==> config.mk <==
export PLATFORM = sky130hd
export DESIGN_NAME = keypoint_stream_tx_flat
export DESIGN_NICKNAME = d
export VERILOG_FILES = /design/src/rtl/keypoint_stream_tx_if.sv /design/src/rtl/keypoint_stream_tx.sv /design/src/flat_wrapper.sv
export SDC_FILE = /design/constraint.sdc
export NUM_CORES = 1
export LEC_CHECK = 0
export ABC_AREA = 1
export CAP_MARGIN = 30
export CORE_UTILIZATION = 54
export CTS_BUF_LIST = sky130_fd_sc_hd__clkbuf_8 sky130_fd_sc_hd__clkbuf_16
export CTS_CLUSTER_SIZE = 28
export DETAILED_ROUTE_END_ITERATION = 8
export PLACE_DENSITY = 0.78
export SLEW_MARGIN = 5
export SYNTH_ARGS = -nofsm -noshare
export SYNTH_HDL_FRONTEND = slang
export SYNTH_SLANG_ARGS = --single-unit
==> constraint.sdc <==
create_clock -name clk -period 2.75 [get_ports clk]
set_input_delay 0.275 -clock clk [delete_from_list [all_inputs] [get_ports clk]]
set_output_delay 0.275 -clock clk [all_outputs]
set_load 0.005 [all_outputs]
==> src/rtl/keypoint_stream_tx_if.sv <==
// Byte stream from the keypoint streamer to the UART transmitter.
// A byte moves on a clk edge where tx_valid_out and tx_ready_in are both 1;
// while tx_valid_out is 1 and not yet accepted, tx_data_out holds still and
// tx_valid_out stays high.
interface keypoint_stream_tx_if;
   logic [7:0] tx_data_out;
   logic       tx_valid_out;
   logic       tx_ready_in;

   modport master (output tx_data_out, output tx_valid_out, input tx_ready_in);
   modport slave  (input tx_data_out, input tx_valid_out, output tx_ready_in);
endinterface

==> src/rtl/keypoint_stream_tx.sv <==
// Streams NUM_CHANNELS BRAM regions as framed byte packets:
//   SYNC_BYTE, channel id, payload (each word MSB byte first), COUNT[15:8], COUNT[7:0]
// An all-zero word may end a channel early (TERMINATE_ON_ZERO); it is not sent.
module keypoint_stream_tx #(
   parameter int         BRAM_LENGTH       = 1000,
   parameter int         DATA_WIDTH        = 13,
   parameter int         NUM_CHANNELS      = 3,
   parameter int         BRAM_LATENCY      = 2,
   parameter logic [7:0] SYNC_BYTE         = 8'hA5,
   parameter bit         TERMINATE_ON_ZERO = 1'b1,
   localparam int        AW = (BRAM_LENGTH > 1) ? $clog2(BRAM_LENGTH) : 1,
   localparam int        CW = (NUM_CHANNELS > 1) ? $clog2(NUM_CHANNELS) : 1
) (
   input  logic                  clk,
   input  logic                  rst_in,
   input  logic                  start_in,
   input  logic [DATA_WIDTH-1:0] data_in,
   output logic [AW-1:0]         address_out,
   output logic [CW-1:0]         channel_out,
   keypoint_stream_tx_if.master  tx,
   output logic                  busy_out,
   output logic                  done_out,
   output logic [2:0]            state_out
);

   localparam int NB = (DATA_WIDTH + 7) / 8;
   localparam int SW = NB * 8;
   localparam int IW = (NB > 1) ? $clog2(NB) : 1;
   localparam int LW = ($clog2(BRAM_LATENCY + 1) > 0) ? $clog2(BRAM_LATENCY + 1) : 1;

   typedef enum logic [2:0] {
      S_IDLE, S_SYNC, S_CHID, S_FETCH, S_WORD, S_CNT_HI, S_CNT_LO, S_NEXT
   } state_t;

   state_t        state;
   logic [15:0]   count;
   logic [15:0]   count_inc;
   logic [LW-1:0] lat_cnt;
   logic [IW-1:0] idx;
   logic [SW-1:0] sr;
   logic [SW-1:0] word_ext;
   int            idx_int;

   assign state_out = state;

   // Zero-extended BRAM word and helpers for the byte walk.
   always_comb begin
      word_ext  = SW'(data_in);
      count_inc = count + 16'd1;
      idx_int   = int'(idx);
   end

   // Stream FSM; every output is registered here. Address and channel only
   // move in IDLE, WORD and NEXT so BRAM data is stable through FETCH.
   always_ff @(posedge clk or posedge rst_in) begin
      if (rst_in) begin
         state           <= S_IDLE;
         address_out     <= '0;
         channel_out     <= '0;
         tx.tx_data_out  <= '0;
         tx.tx_valid_out <= 1'b0;
         busy_out        <= 1'b0;
         done_out        <= 1'b0;
         count           <= '0;
         lat_cnt         <= '0;
         idx             <= '0;
         sr              <= '0;
      end else begin
         done_out <= 1'b0;
         case (state)
            S_IDLE: begin
               if (start_in) begin
                  state           <= S_SYNC;
                  busy_out        <= 1'b1;
                  channel_out     <= '0;
                  address_out     <= '0;
                  count           <= '0;
                  tx.tx_data_out  <= SYNC_BYTE;
                  tx.tx_valid_out <= 1'b1;
               end
            end
            S_SYNC: begin
               if (tx.tx_ready_in) begin
                  state          <= S_CHID;
                  tx.tx_data_out <= 8'(channel_out);
               end
            end
            S_CHID: begin
               if (tx.tx_ready_in) begin
                  state           <= S_FETCH;
                  tx.tx_valid_out <= 1'b0;
                  lat_cnt         <= '0;
               end
            end
            S_FETCH: begin
               if (lat_cnt == LW'(BRAM_LATENCY)) begin
                  tx.tx_valid_out <= 1'b1;
                  if (TERMINATE_ON_ZERO && (data_in == '0)) begin
                     state          <= S_CNT_HI;
                     tx.tx_data_out <= count[15:8];
                  end else begin
                     state          <= S_WORD;
                     sr             <= word_ext;
                     tx.tx_data_out <= word_ext[SW-1 -: 8];
                     idx            <= IW'(NB - 1);
                  end
               end else begin
                  lat_cnt <= lat_cnt + LW'(1);
               end
            end
            S_WORD: begin
               if (tx.tx_ready_in) begin
                  if (idx != '0) begin
                     idx            <= idx - IW'(1);
                     tx.tx_data_out <= sr[(idx_int - 1) * 8 +: 8];
                  end else begin
                     count <= count_inc;
                     if (address_out == AW'(BRAM_LENGTH - 1)) begin
                        state          <= S_CNT_HI;
                        tx.tx_data_out <= count_inc[15:8];
                     end else begin
                        state           <= S_FETCH;
                        address_out     <= address_out + AW'(1);
                        tx.tx_valid_out <= 1'b0;
                        lat_cnt         <= '0;
                     end
                  end
               end
            end
            S_CNT_HI: begin
               if (tx.tx_ready_in) begin
                  state          <= S_CNT_LO;
                  tx.tx_data_out <= count[7:0];
               end
            end
            S_CNT_LO: begin
               if (tx.tx_ready_in) begin
                  state           <= S_NEXT;
                  tx.tx_valid_out <= 1'b0;
               end
            end
            S_NEXT: begin
               count       <= '0;
               address_out <= '0;
               if (channel_out == CW'(NUM_CHANNELS - 1)) begin
                  state    <= S_IDLE;
                  busy_out <= 1'b0;
                  done_out <= 1'b1;
               end else begin
                  state           <= S_SYNC;
                  channel_out     <= channel_out + CW'(1);
                  tx.tx_data_out  <= SYNC_BYTE;
                  tx.tx_valid_out <= 1'b1;
               end
            end
            default: state <= S_IDLE;
         endcase
      end
   end

endmodule

==> src/flat_wrapper.sv <==
// flat-port wrapper written by rule: the top's interface ports become plain ports
module keypoint_stream_tx_flat 
#(
   parameter int         BRAM_LENGTH       = 1000,
   parameter int         DATA_WIDTH        = 13,
   parameter int         NUM_CHANNELS      = 3,
   parameter int         BRAM_LATENCY      = 2,
   parameter logic [7:0] SYNC_BYTE         = 8'hA5,
   parameter bit         TERMINATE_ON_ZERO = 1'b1,
   localparam int        AW = (BRAM_LENGTH > 1) ? $clog2(BRAM_LENGTH) : 1,
   localparam int        CW = (NUM_CHANNELS > 1) ? $clog2(NUM_CHANNELS) : 1
)
  (clk, rst_in, start_in, data_in, address_out, channel_out, busy_out, done_out, state_out, tx_tx_data_out, tx_tx_valid_out, tx_tx_ready_in);
  keypoint_stream_tx_if tx_i ();
  input  logic clk;
  input  logic rst_in;
  input  logic start_in;
  input  logic [DATA_WIDTH-1:0] data_in;
  output logic [AW-1:0] address_out;
  output logic [CW-1:0] channel_out;
  output logic busy_out;
  output logic done_out;
  output logic [2:0] state_out;
  output wire logic [$bits(tx_i.tx_data_out)-1:0] tx_tx_data_out;
  output wire logic [$bits(tx_i.tx_valid_out)-1:0] tx_tx_valid_out;
  input wire logic [$bits(tx_i.tx_ready_in)-1:0] tx_tx_ready_in;
  assign tx_tx_data_out = tx_i.tx_data_out;
  assign tx_tx_valid_out = tx_i.tx_valid_out;
  assign tx_i.tx_ready_in = tx_tx_ready_in;
  keypoint_stream_tx #(.BRAM_LENGTH(BRAM_LENGTH), .DATA_WIDTH(DATA_WIDTH), .NUM_CHANNELS(NUM_CHANNELS), .BRAM_LATENCY(BRAM_LATENCY), .SYNC_BYTE(SYNC_BYTE), .TERMINATE_ON_ZERO(TERMINATE_ON_ZERO)) u_core (.clk(clk), .rst_in(rst_in), .start_in(start_in), .data_in(data_in), .address_out(address_out), .channel_out(channel_out), .tx(tx_i), .busy_out(busy_out), .done_out(done_out), .state_out(state_out));
endmodule
==> results.md, run 1 <==
- Global-route wire length before repair: about 15 mm
- Synth cell types: 39
- CTS H-tree depth: 2
- Crit Path Max Fanout: 15
- Min Tclk post-route: approximately 2.1 ns
- Unrepaired setup endpoints after global routing: false
- Filler cells: 536
- Number of placement rows: 28
- CTS resizes: 0
- Drt wl/cell: approximately 14 um
- Reg2reg start: u_core.state_out[2]
- Mapped Area: ~3400 um2
- R2r endpoint: u_core.tx.tx_data_out[0]
- Final Setup Violations: 0
- Setup tns final: 0 ns
- Worst-path clk slew: 0.10 ns
- Largest net degree at the start of global routing: 24
- Max Clock Freq: between 400 and 500 MHz
- Switching power: between 0.001 and 0.0015 W
- Router iterations before antenna repair: 5
- Slew headroom: 0.6492
- Synth-to-Final Area Change: 17.14%
- Combinational share of power: 0.496
- LEAKAGE: between 1.5 and 2 nW
- # nets final: ~550
- CP startpoint kind: flip-flop
- Vias in the first global route: about 3100
- Syn Inst Count: 486
- Int Pwr: approximately 0.0019 W
- R2R cell count: 9
- Initial Util: 0.5677
- Sequential Power Share: 0.338
- Critical Path End Type: flip-flop
- TritonCTS clock tree: built
- Hold WC Path Type: in -> async
- Switching share of total power: 0.4331
- Main combinational cell family by area after synthesis: simple AND/OR/NAND/NOR gates
- Dpl hpwl: roughly 6.4 mm
- Port-buffer cells: 42
- Detailed Route Iter0 Violations: roughly 230
- Routed WL: 8.390 mm
- Crit Path Class: reg -> reg
- Clock Skew: approximately 0.0089 ns
- DIE AREA: roughly 6600 um2
- Clock power share: 0.166
- Ranking of synthesized cells by area: dfrtp_1 39%, nand2_1 16%, inv_1 6.4%, nor2_1 6.1%, nand3_1 5.0%
- Die height: approximately 80 um
- Least-Margin Pin Slew: between 0.5 and 0.6 ns
- Max Cap Violations: 0
- Clock Path Buffers: 2
- DRT antenna net count: 0
- Post-Synth XOR/XNOR Area: 0.002575
- Syn Nets: 507
- Leading area contributor after synthesis: dfrtp_1
- GRT Util Overall: 0.2863
- Core footprint: 5991 um2
- Vias per inst: around 5.5
- Post-synthesis mux area share: 0
- Synth Area in Compound Gates: 0.1026
- Final non-filler cell total: between 600 and 700
- Buffer count from post-CTS setup fixing: 0
- Diode count: 0
- Top Ports: 43
- GRT overflow: 0
- Clk sinks: 53
- Pwr dens: 839.6 nW/um2
- Root Driver: clkbuf_8
- # DRC: 0
- Crit path required time: 2.96 ns
- Fraction of final layout cells with drive strength greater than 1: 0.08507
- Synth warnings: 0
- Final RePlAce weighted congestion: roughly 0.94
- Antenna violations before repair: 0
- Clock Latency Late Sink: 0.31 ns
- Sequential share of the synthesized area: 0.3900
- Max-slew violations: 0
- Syn avg cell area: 6.997 um2
- Final Hold Vio Count: 0
- CTS Hold Buffers Added: 0
- Synth Area in Simple Gates: 0.3918
- Share of the synthesized area in the top cell type: 0.3900
- Vias: roughly 3300
- CP arrival: about 2.3 ns
- Cells after DPL: 596
- Adder-Cell Fraction of Synth Area: 0.01472
- Num CTS Buffers: 5
- Layout Utilization: 0.6650
- Yosys reg bits: between 50 and 60
- Status: finished clean
- Period utilization: 0.7682
- R2R Setup Slk: 0.64 ns
- VDD IR-drop max: 0.0005781 V
- Width of the die: ~80 um
[worst max-delay path, cell delays in order, from the launching register on]
cell and delay, ns:
dfrtp_1 0.54, inv_2 0.13, nor2_4 0.45, nand2_8 0.11, nand2_2 0.11, nor2_4 0.05
nand3_1 0.33, inv_2 0.12, nand2_1 0.10, nand2_1 0.05
[routing by layer]
layer | GRT usage | wire, um | up-vias
met2 | 0.4617 | 3862 | 104
met5 | 0 | 0 | -
met1 | 0.3917 | 3918 | 1513
met3 | 0.04719 | 457 | 14
li1 | - | - | 1661
met4 | 0.08393 | 152 | 0
[flip-flops by register name, summed over array words and instances, names as in the netlist]
register / count
u_core.count: 16
u_core.sr: 8
u_core.done_out: 1
u_core.channel_out: 2
u_core.lat_cnt: 2
u_core.state_out: 3
u_core.idx: 1
u_core.tx.tx_data_out: 8
u_core.busy_out: 1
u_core.tx.tx_valid_out: 1
u_core.address_out: 10
[stage by stage]
stage	total power [W]	cell area (um2)	setup WS [ns]	hold WS, ns
floorplan	0.002312	3401	1.124	0.3846
global placement	0.002749	3867	0.6991	0.4581
detailed placement	0.002787	3867	0.6814	0.4627
CTS	0.003352	3984	0.6510	0.2358
global route	0.003627	3984	0.5017	0.2835
finish	0.003345	3984	0.6375	0.2237
[worst max path at each step]
stage | cells after the start | start | to
finish | 9 | u_core.state_out[2] | u_core.tx.tx_data_out[0]
global route | 8 | u_core.address_out[0] | u_core.tx.tx_data_out[7]
CTS | 9 | u_core.state_out[2] | u_core.tx.tx_data_out[0]
detailed placement | 10 | data_in[7] | u_core.tx.tx_data_out[4]
global placement | 9 | data_in[1] | u_core.tx.tx_data_out[4]
floorplan | 13 | u_core.state_out[0] | u_core.address_out[1]
[power by group through the flow]
stage                     Combinational (W)  Clock [W]  Sequential [W]
after CTS                           0.00166   0.000563         0.00113
after global placement              0.00161          0         0.00114
after floorplan                     0.00122          0         0.00110
final                               0.00166   0.000554         0.00113
after detailed placement            0.00164          0         0.00115
after global routing                0.00188   0.000586         0.00116
[layout by cell type (no fill, tap or decap), drive strengths merged, types with 2 or more instances in the layout]
master and count:
nand2 158, inv 68, nor2 60, dfrtp 53, clkdlybuf4s50 42, o21ai 40, nand3 36, nand4 27
a21oi 12, clkbuf 6, nor3 4, ha 4, buf 4, o31ai 2, a21boi 2, a31o 2
[cells in the mapped netlist (all sizes together)]
cell type  number
o22ai           1
nand2         158
or2             1
o21a            1
buf            10
o21ai          40
o211ai          1
ha              4
clkbuf          1
nor2           60
dfrtp          53
nand3          36
nor3            4
xor2            1
a31o            2
a21oi          12
o31ai           2
a21boi          2
nand4          27
o21bai          1
nor3b           1
o2111ai         1
inv            67
[area by class of cell]
type	count	area, um2	area share
repair buffers	46	450.4	0.1131
flip-flops and latches	53	1326	0.3329
multi-input cells	355	1740	0.4369
clock inverters	2	33.78	0.008480
clock buffers	6	82.58	0.02073
inverters	67	256.5	0.06438
well taps	75	93.84	0.02356
[kinds of logic (layout without fill, tap and decap cells)]
group                    count (synthesis)  in the layout
AO/OA/AOI/OAI                           63             63
AND/OR/NAND/NOR                        287            287
buffers and inverters                   78            121
XOR/XNOR                                 1              1
adder cells (fa/ha/maj)                  4              4
flip-flops                              53             53
Note: power is estimated with default switching activity, not from simulation.
==> run 2, diff against run 1 <==
clock period = 2.1 ns   (was 2.75 ns; I/O delays follow)
==> run 2 against run 1 <==
Net effect: clock skew up 0.0025 ns; global-route usage down 0.32 points; die area stayed put; critical endpoint is now u_core.address_out[6]; largest power group unchanged.
==> results.md, run 2 (synthesis gave the netlist of run 1 again) <==
- Max Cap Violations: 0
- Commonest non-fill, non-tap cell in the layout: nand2_1
- Commonest non-fill, non-tap cells in the layout: 149 x nand2_1, 58 x inv_1, 55 x nor2_1, 53 x dfrtp_1, 42 x clkdlybuf4s50_1
- Hold WC Path Type: in -> async
- DIE AREA: between 6000 and 7000 um2
- Filler cells: about 540
- Initial Util: 0.5677
- Num CTS Buffers: 5
- GRT Util Overall: 0.2831
- Uppermost routed layer: met4
- Port-buffer cells: 42
- DRT antenna net count: 0
- GRT overflow: 0
- VDD IR-drop max: between 0.0007 and 0.0008 V
- Sequential Power Share: 0.343
- Fraction of final layout cells with drive strength greater than 1: 0.09551
- Pwr dens: 1071 nW/um2
- # DRC: 0
- Root Driver: clkbuf_8
- Critical Path End Type: flip-flop
- Combinational share of power: 0.524
- Top reg by flops: u_core.count
- Top Ports: 43
- Period utilization: 0.9340
- Int Pwr: ~0.0024 W
- Max-slew violations: 0
- Width of the die: 81.36 um
- Largest net degree at the start of global routing: 33
- Switching share of total power: 0.4480
- Crit Path Max Fanout: 25
- Clk sinks: 53
- TritonCTS clock tree: built
- Clock power share: 0.133
- Final RePlAce weighted congestion: between 0.9 and 1
- Status: finished clean
- CP startpoint kind: flip-flop
- Antenna violations before repair: 0
- Router iterations before antenna repair: 5
- Max reg flops: 16
- CTS H-tree depth: 2
- Crit path required time: 2.30 ns
- Biggest regs: u_core.count x16, u_core.address_out x10
- Core footprint: 5991 um2
- Global-route wire length before repair: around 14 mm
- Synth-to-Final Area Change: 18.14%
- Min Tclk post-route: a little under 2 ns
- Slew headroom: 0.6653
- Number of placement rows: 28
- Max Clock Freq: about 500 MHz
- Clock Latency Late Sink: between 0.3 and 0.4 ns
- Final non-filler cell total: between 600 and 700
- Cells after DPL: between 600 and 700
- Vias per inst: between 5 and 6
- Unrepaired setup endpoints after global routing: false
- Routed WL: ~8.5 mm
- Buffer count from post-CTS setup fixing: 0
- Crit Path Class: reg -> reg
- Die height: between 80 and 90 um
- Metal2 WL: just under 4 mm
- Final Hold Vio Count: 0
- Switching power: 0.001928 W
- Clock Path Buffers: 2
- Clock Skew: about 0.011 ns
- Diode count: 0
- # nets final: ~550
- Met1 WL: a little over 4 mm
- Drt wl/cell: ~14 um
- Dpl hpwl: approximately 6.5 mm
- Setup tns final: 0 ns
- CP arrival: 2.16 ns
- Worst-path clk slew: roughly 0.09 ns
- Routed wl met3: roughly 420 um
- Vias: 3297
- Vias in the first global route: 3042
- Detailed Route Iter0 Violations: 240
- Final Setup Violations: 0
- LEAKAGE: around 1.9 nW
- Least-Margin Pin Slew: between 0.5 and 0.6 ns
run 2: cell count changes in the layout (fill, tap and decap cells not counted):
cell / delta
buf_12: +2
nand3_1: -1
clkinv_2: +2
bufinv_16: -1
buf_4: +3
clkbuf_8: -1
nand3_2: +1
run 2: metrics by stage:
step           power [W]  hold slack (ns)    util  setup slack (ns)  area [um2]
6_report        0.004303           0.2377  0.6706            0.1386        4018
5_1_grt         0.004677           0.2884  0.6706           0.02038        4018
3_3_place_gp    0.003671           0.4561  0.6560            0.1999        3930
4_1_cts         0.004297           0.2514  0.6698            0.1596        4013
3_5_place_dp    0.003732           0.4583  0.6560            0.1759        3930
2_1_floorplan   0.003028           0.3196       -            0.4744        3401
run 2: per-layer routing:
metal | up-vias | global-route usage
met5 | - | 0
met4 | 0 | 0.05714
met3 | 6 | 0.03483
met2 | 104 | 0.4583
li1 | 1666 | -
met1 | 1521 | 0.4034
run 2: final timing paths:
check,slack (ns),depth (start not counted),end,startpoint
worst min-delay path,0.24,2,u_core.address_out[6],rst_in
worst min register to register,0.48,2,u_core.busy_out,u_core.busy_out
max in group asynchronous,1.31,3,u_core.tx.tx_data_out[7],rst_in
min in group clk,0.45,3,u_core.sr[0],data_in[0]
worst max-delay path,0.14,10,u_core.address_out[6],u_core.state_out[2]
worst max register to register,0.14,10,u_core.address_out[6],u_core.state_out[2]
run 2: what timing repair did:
| action | in CTS | in global routing |
|---|---|---|
| setup endpoints to repair | 0 | 1 |
| hold buffers | 0 | 0 |
| resized for setup | 0 | 1 |
run 2: cell type report:
| type | count | area, um2 | area share |
|---|---|---|---|
| multi-input combinational | 355 | 1745 | 0.4344 |
| sequential | 53 | 1326 | 0.3301 |
| timing repair buffer | 51 | 513.0 | 0.1277 |
| inverter | 67 | 256.5 | 0.06384 |
| tap | 75 | 93.84 | 0.02336 |
| clock buffer | 5 | 68.82 | 0.01713 |
| clock inverter | 3 | 13.76 | 0.003426 |
run 2: power by group through the flow:
stage	Sequential, W	Combinational, W	Clock, W
after global routing	0.00151	0.00255	0.000614
final	0.00148	0.00225	0.000572
after floorplan	0.00144	0.00159	0
after CTS	0.00148	0.00224	0.000579
after detailed placement	0.00149	0.00224	0
after global placement	0.00149	0.00218	0
run 2: critical path, cell delays in order, from the launching register on:
cell	delay (ns)
dfrtp_1	0.55
inv_2	0.13
nor2_4	0.29
buf_12	0.23
inv_4	0.07
nor2_2	0.14
inv_2	0.09
nand2_4	0.12
inv_4	0.09
nand4_2	0.08
o21ai_1	0.06
==> run 3, diff against run 2 <==
--- a/constraint.sdc
+++ b/constraint.sdc
@@ -3,2 +3,2 @@
 set_output_delay 0.21 -clock clk [all_outputs]
-set_load 0.005 [all_outputs]
+set_load 0.01 [all_outputs]
==> results of run 3 <==
The final DEF is identical to that of run 2. Status: finished clean.
Among the figures that moved: total power 0.004303 W -> 0.004359 W; worst IR drop on VDD 0.0007433 V -> 0.0007614 V
